--- src/rtl/serial_add_ctrl_if.sv ---
// Request/result bundle between a requesting datapath and the bit-serial add/subtract controller.
// The master drives the request side and the slave publishes busy/done and the registered result.
interface serial_add_ctrl_if #(parameter int N = 8);
    logic         start;
    logic         op;
    logic [N-1:0] a_in;
    logic [N-1:0] b_in;
    logic         cin;
    logic         busy;
    logic         done;
    logic [N-1:0] sum_out;
    logic         carry_out;
    logic         ovf;

    modport master (
        output start, op, a_in, b_in, cin,
        input  busy, done, sum_out, carry_out, ovf
    );

    modport slave (
        input  start, op, a_in, b_in, cin,
        output busy, done, sum_out, carry_out, ovf
    );
endinterface

--- src/rtl/serial_add_ctrl.sv ---
// Bit-serial add/subtract controller: one full-adder slice per clock, LSB first,
// with a registered N-bit result, carry-out and signed-overflow flag.
module serial_add_ctrl #(
    parameter int N = 8
) (
    input  logic           clk,
    input  logic           rst,
    serial_add_ctrl_if.slave bus
);
    localparam int CW = (N > 1) ? $clog2(N) : 1;
    localparam logic [1:0]    IDLE = 2'd0;
    localparam logic [1:0]    RUN  = 2'd1;
    localparam logic [1:0]    DONE = 2'd2;
    localparam logic [CW-1:0] LAST = CW'(N - 1);

    // The shared 1-bit cell; returns {carry, sum}.
    function automatic logic [1:0] full_add(input logic a, input logic b, input logic c);
        return {(a & b) | (a & c) | (b & c), a ^ b ^ c};
    endfunction

    logic [1:0]    state_r;
    logic [1:0]    state_nxt_s;
    logic [N-1:0]  a_sh_r;
    logic [N-1:0]  b_sh_r;
    logic [N-1:0]  s_sh_r;
    logic          c_reg_r;
    logic          c_msb_r;
    logic [CW-1:0] cnt_r;
    logic          busy_r;
    logic          done_r;
    logic [N-1:0]  sum_out_r;
    logic          carry_out_r;
    logic          ovf_r;
    logic          sum_s;
    logic          carry_s;
    logic          last_s;

    // Current bit slice through the full-adder cell.
    always_comb begin
        {carry_s, sum_s} = full_add(a_sh_r[0], b_sh_r[0], c_reg_r);
        last_s           = (cnt_r == LAST);
    end

    // Next-state decode; start only matters in IDLE.
    always_comb begin
        state_nxt_s = state_r;
        case (state_r)
            IDLE: begin
                if (bus.start) state_nxt_s = RUN;
                else           state_nxt_s = IDLE;
            end
            RUN: begin
                if (last_s) state_nxt_s = DONE;
                else        state_nxt_s = RUN;
            end
            DONE:    state_nxt_s = IDLE;
            default: state_nxt_s = IDLE;
        endcase
    end

    // Datapath, FSM and registered outputs; reset aborts any operation in flight.
    always_ff @(posedge clk) begin
        if (rst) begin
            state_r     <= IDLE;
            a_sh_r      <= {N{1'b0}};
            b_sh_r      <= {N{1'b0}};
            s_sh_r      <= {N{1'b0}};
            c_reg_r     <= 1'b0;
            c_msb_r     <= 1'b0;
            cnt_r       <= {CW{1'b0}};
            busy_r      <= 1'b0;
            done_r      <= 1'b0;
            sum_out_r   <= {N{1'b0}};
            carry_out_r <= 1'b0;
            ovf_r       <= 1'b0;
        end else begin
            state_r <= state_nxt_s;
            busy_r  <= (state_nxt_s == RUN);
            done_r  <= (state_nxt_s == DONE);
            case (state_r)
                IDLE: begin
                    if (bus.start) begin
                        // Subtract is a + ~b + 1, so the inversion and the +1 are folded into the load.
                        a_sh_r  <= bus.a_in;
                        b_sh_r  <= bus.op ? ~bus.b_in : bus.b_in;
                        c_reg_r <= bus.op ? 1'b1 : bus.cin;
                        cnt_r   <= {CW{1'b0}};
                    end
                end
                RUN: begin
                    s_sh_r  <= {sum_s, s_sh_r[N-1:1]};
                    a_sh_r  <= {1'b0, a_sh_r[N-1:1]};
                    b_sh_r  <= {1'b0, b_sh_r[N-1:1]};
                    c_reg_r <= carry_s;
                    cnt_r   <= cnt_r + {{(CW-1){1'b0}}, 1'b1};
                    if (last_s) begin
                        c_msb_r     <= c_reg_r;
                        sum_out_r   <= {sum_s, s_sh_r[N-1:1]};
                        carry_out_r <= carry_s;
                        ovf_r       <= carry_s ^ c_reg_r;
                    end
                end
                DONE: begin
                end
                default: begin
                end
            endcase
        end
    end

    assign bus.busy      = busy_r;
    assign bus.done      = done_r;
    assign bus.sum_out   = sum_out_r;
    assign bus.carry_out = carry_out_r;
    assign bus.ovf       = ovf_r;
endmodule

--- src/flat_wrapper.sv ---
// flat-port wrapper written by rule: the top's interface ports become plain ports
module serial_add_ctrl_flat 
#(
    parameter int N = 8
)
  (clk, rst, bus_start, bus_op, bus_a_in, bus_b_in, bus_cin, bus_busy, bus_done, bus_sum_out, bus_carry_out, bus_ovf);
  serial_add_ctrl_if #(.N(N)) bus_i ();
  input  logic clk;
  input  logic rst;
  input wire logic [$bits(bus_i.start)-1:0] bus_start;
  input wire logic [$bits(bus_i.op)-1:0] bus_op;
  input wire logic [$bits(bus_i.a_in)-1:0] bus_a_in;
  input wire logic [$bits(bus_i.b_in)-1:0] bus_b_in;
  input wire logic [$bits(bus_i.cin)-1:0] bus_cin;
  output wire logic [$bits(bus_i.busy)-1:0] bus_busy;
  output wire logic [$bits(bus_i.done)-1:0] bus_done;
  output wire logic [$bits(bus_i.sum_out)-1:0] bus_sum_out;
  output wire logic [$bits(bus_i.carry_out)-1:0] bus_carry_out;
  output wire logic [$bits(bus_i.ovf)-1:0] bus_ovf;
  assign bus_i.start = bus_start;
  assign bus_i.op = bus_op;
  assign bus_i.a_in = bus_a_in;
  assign bus_i.b_in = bus_b_in;
  assign bus_i.cin = bus_cin;
  assign bus_busy = bus_i.busy;
  assign bus_done = bus_i.done;
  assign bus_sum_out = bus_i.sum_out;
  assign bus_carry_out = bus_i.carry_out;
  assign bus_ovf = bus_i.ovf;
  serial_add_ctrl #(.N(N)) u_core (.clk(clk), .rst(rst), .bus(bus_i));
endmodule
--- config.mk ---
export PLATFORM = sky130hd
export DESIGN_NAME = serial_add_ctrl_flat
export DESIGN_NICKNAME = d
export VERILOG_FILES = /design/src/rtl/serial_add_ctrl_if.sv /design/src/rtl/serial_add_ctrl.sv /design/src/flat_wrapper.sv
export SDC_FILE = /design/constraint.sdc
export NUM_CORES = 1
export LEC_CHECK = 0
export CAP_MARGIN = 20
export CORE_ASPECT_RATIO = 0.8
export CORE_MARGIN = 1
export CORE_UTILIZATION = 30
export CTS_CLUSTER_SIZE = 40
export DETAILED_ROUTE_END_ITERATION = 6
export PLACE_DENSITY = 0.6
export SKIP_CTS_REPAIR_TIMING = 1
export SYNTH_ARGS = -nofsm -noshare
export SYNTH_HDL_FRONTEND = slang
export SYNTH_SLANG_ARGS = --single-unit
export TNS_END_PERCENT = 10
--- constraint.sdc ---
create_clock -name clk -period 3.04 [get_ports clk]
set_input_delay 0.608 -clock clk [delete_from_list [all_inputs] [get_ports clk]]
set_output_delay 0.608 -clock clk [all_outputs]
set_load 0.05 [all_outputs]
### Word-level counts from Yosys, hierarchy flattened

Cells that the tools add are included.

| word-level totals | value |
|---|---|
| bits in registers | 42 |
| bits of input ports | 21 |
| output and inout bits | 12 |
| word-level logic and storage cells | 43 |

| cells by class | value |
|---|---|
| add/subtract/negate cells | 1 |
| eq/ne operators | 5 |
| muxes and demuxes | 13 |
| bitwise operators | 9 |
| reductions and logical operators | 4 |

Operator list:

| cell | number |
|---|---|
| $pmux 8 s2 | 2 |
| $mux 8 | 3 |
| $not 8->8 | 1 |
| $pmux 3 s2 | 1 |
| $eq 2x1->1 const B | 2 |
| $pmux 2 s2 | 1 |
| $reduce_and 2->1 | 2 |
| $add 3x1->3 const B | 1 |
| $and 1x1->1 | 3 |
| $eq 3x3->1 const B | 1 |
| $mux 1 | 3 |
| $mux 3 | 1 |
| $xor 1x1->1 | 3 |
| $eq 2x2->1 const B | 1 |
| $logic_not 2->1 | 1 |
| $mux 2 | 1 |
| $ne 2x2->1 const B | 1 |
| $or 1x1->1 | 2 |
| $pmux 1 s2 | 1 |
| $reduce_bool 2->1 | 1 |

### Depth between registers and ports, before layout

| logic depth | value |
|---|---|
| word-level depth | 4 |
| depth in mapped cells | 6 |
| gate-level depth less buffers | 5 |

### Worst setup path before layout

No wires, ideal clock.

| timing path | value |
|---|---|
| path kind | input to register |
| start | in rst |
| end | reg u_core.b_sh_r[6] |
| library setup time | 0.132 ns |
| data arrival time | 1.211 ns |
| data required time | 2.908 ns |
| slack | 1.697 ns |
| stages on the path | 4 |
| buffers on the path | 1 |
| path through | buf_2 -> clkinv_1 -> nand2_1 -> o22ai_1 |

RTL lines:

| item | RTL line | RTL |
|---|---|---|
| start, declared | flat_wrapper.sv:9 | `input logic rst;` |
| end signal, assigned | serial_add_ctrl.sv:66 | `b_sh_r <= {N{1'b0}};` |
| end signal, assigned | serial_add_ctrl.sv:85 | `b_sh_r <= bus.op ? ~bus.b_in : bus.b_in;` |
| end signal, assigned | serial_add_ctrl.sv:93 | `b_sh_r <= {1'b0, b_sh_r[N-1:1]};` |
| end, declared | serial_add_ctrl.sv:24 | `logic [N-1:0] b_sh_r;` |

### Worst setup path after layout

| timing path | value |
|---|---|
| start | reg u_core.ovf_r, in the netlist u_core.bus.ovf |
| end | out bus_ovf |

RTL lines:

| item | RTL line | RTL |
|---|---|---|
| start, declared | serial_add_ctrl.sv:33 | `logic ovf_r;` |
| start signal, assigned | serial_add_ctrl.sv:100 | `ovf_r <= carry_s ^ c_reg_r;` |
| end, declared | flat_wrapper.sv:19 | `output wire logic [$bits(bus_i.ovf)-1:0] bus_ovf;` |

No word-level cell between the ends.

==> flow_metrics.tcl <==
set metrics [dict create \
    outcome "completed" \
    finalInstanceArea_sq_um 2170 \
    n_fill_cell 583 \
    area_delta_synth_final_pct 26.5 \
    final_antenna_net_count 0 \
    final_common_cell "dfxtp_1" \
    netlist_instances 189 \
    synthDistinctLibCells 29 \
    hold_violations 0 \
    power_frac_comb 0.117 \
    path_max_fanout 2 \
    place_congestion 0.724 \
    end_kind "output port" \
    synth_ff_type "dfxtp_1" \
    synth_warnings 0 \
    synth_edf_count 0 \
    holdCritPathClass "flop to flop" \
    path_buf_inv 1 \
    clkLatencyLatePin_ns 0.29 \
    grt_pass1_vias 1300 \
    power.density_nw_per_um2 515 \
    diodes 0 \
    max-clock-path-buffers 2 \
    drt-total-wl_mm 3.28 \
    drv_cap 0 \
    cp_slowest_cell "clkdlybuf4s50_1" \
    io_buffers 32 \
    cts_max_level 2 \
    rsz0062_at_grt "no" \
    crit_chain "clkdlybuf4s50_1" \
    power_frac_clock 0.369 \
    critical_path_class "flop to output port" \
    async_flop_share 0 \
    root_buffer "clkbuf_8" \
    netlist_area_sq_um 1720 \
    cts.sinks 41 \
    die_area_sq_um 6030 \
    overflow 0 \
    wl_per_cell_um 11.2 \
    worstPathArrival_ns 1.43 \
    finClkSkew_ns 0.00761 \
    worst_pin_slew_ns 0.584 \
    die_width_um 86.5 \
    tritoncts "done" \
    maxSlewHeadroom 0.610 \
    power.leakage_nw 0.745 \
    firstDrtPassIters 4 \
    slowest_delay_ns 0.80 \
    drv_slew 0 \
    p_switching_mw 0.252 \
    p_int_mw 0.866 \
    avgSynthCellArea_sq_um 9.08 \
    power_frac_seq 0.514 \
    io_pins 33 \
    final_nets 240 \
    via_per_inst 4.65 \
    drtIter0Drc 68 \
    numCtsBuffers 5 \
    placed_area_sq_um 2070 \
    rr_worst_depth 5 \
    start_util 0.314 \
    cp_num_cells 1 \
    min_path_cells 2 \
    drive_gt1_frac 0.0972 \
    num_rows 24 \
    ys_seq_area_frac 0.478 \
    setup_viol 0 \
    fin_crit_sh 0.670 \
    ir_drop_v 0.000151 \
    core-area_sq_um 5470 \
    antenna_found_initial 0 \
    start_kind "flop" \
    die_y_um 69.6 \
    grtUsageTotal 0.120 \
    final.setup.tns_ns 0 \
    yosys_register_bits 41 \
    cp.required_ns 2.43 \
    fin_crit_ns 2.04 \
    path_clk_slew_ns 0.08 \
    max_freq_mhz 491 \
    layout_common_cells "dfxtp_1, nand2_1, clkdlybuf4s50_1" \
    synth_fp_nets 213 \
    path_delay_family "buffers and inverters" \
    vias 1368 \
    hpwlAfterDp_mm 2.26 \
    grt_max_degree 35 \
    sw_frac_of_total 0.225 \
    drc 0 \
    grt_pass1_wl_mm 5.66 \
]
## stage by stage
stage | hold slack, ns | instances | setup WS, ns | utilization | total power, mW
6_report | 0.454 | 294 | 1.00 | 0.397 | 1.12
5_1_grt | 0.482 | 294 | 0.958 | 0.397 | 1.17
4_1_cts | 0.458 | 294 | 0.989 | 0.397 | 1.13
3_5_place_dp | 0.447 | 287 | 0.919 | 0.378 | 0.718
3_3_place_gp | 0.443 | 287 | 0.968 | 0.378 | 0.716
2_1_floorplan | 0.432 | 189 | 1.70 | - | 0.674
## synthesized netlist by cell type, types with 2 or more instances
library cell  count  area share
nor3b_1           7       0.031
buf_2             5       0.015
buf_4             5       0.022
clkbuf_1          4      0.0088
o21ai_0           2      0.0058
a21oi_1          23       0.067
nor2_1           10       0.022
o221a_2           7       0.046
inv_1             7       0.015
ha_1              2       0.015
xnor2_1           8       0.041
a211oi_1          3       0.013
a22oi_1          11       0.048
nand2_1          34       0.074
dfxtp_1          41        0.48
o22ai_1           7       0.026
## final cells by class
| type | instances | area [sq um] | share of cell area |
|---|---|---|---|
| Sequential cell | 41 | 821 | 0.378 |
| Multi-Input combinational cell | 125 | 776 | 0.357 |
| Timing Repair Buffer | 35 | 343 | 0.158 |
| Tap cell | 78 | 97.6 | 0.0450 |
| Clock buffer | 5 | 68.8 | 0.0317 |
| Clock inverter | 2 | 35.0 | 0.0161 |
| Inverter | 8 | 30.0 | 0.0138 |
## worst paths after layout
check | end | slack (ns) | start
hold / removal | u_core.bus.sum_out[6] | 0.45 | u_core.bus.sum_out[6]
setup / recovery | bus_ovf | 1.00 | u_core.bus.ovf
hold reg to reg | u_core.bus.sum_out[6] | 0.45 | u_core.bus.sum_out[6]
setup reg to reg | u_core.b_sh_r[3] | 1.43 | u_core.state_r[0]
## power by group through the flow
stage / registers [mW] / clock network, mW / logic (mW)
2_1_floorplan: 0.586 / 0 / 0.0879
3_3_place_gp: 0.586 / 0 / 0.129
3_5_place_dp: 0.587 / 0 / 0.131
4_1_cts: 0.575 / 0.425 / 0.131
5_1_grt: 0.578 / 0.449 / 0.144
6_report: 0.575 / 0.413 / 0.130
## kinds of logic (layout without fill, tap and decap cells)
logic type                 Yosys count  in the layout  share of synthesized area
adders and majority gates            3              3                     0.0263
AOI/OAI and AO/OA                   56             56                      0.225
xor gates and xnor gates             9              9                     0.0460
and+or+nand+nor                     57             57                      0.155
buffers and inverters               23             50                     0.0693
DFF                                 41             41                      0.478
## per-layer routing
layer | global-route usage | share of wire
met1 | 0.152 | 0.49
met2 | 0.189 | 0.44
met3 | 0.0357 | 0.051
met4 | 0.0500 | 0.016
met5 | 0 | 0
## state kept, by name (all words and copies together) (netlist names)
| signal | flops |
|---|---|
| u_core.a_sh_r | 8 |
| u_core.b_sh_r | 8 |
| u_core.bus.sum_out | 8 |
| u_core.s_sh_r | 7 |
| u_core.cnt_r | 3 |
| u_core.state_r | 2 |
| u_core.bus.busy | 1 |
| u_core.bus.carry_out | 1 |
| u_core.bus.done | 1 |
| u_core.bus.ovf | 1 |
| u_core.c_reg_r | 1 |
No activity file was read; power rests on OpenSTA's default activity.
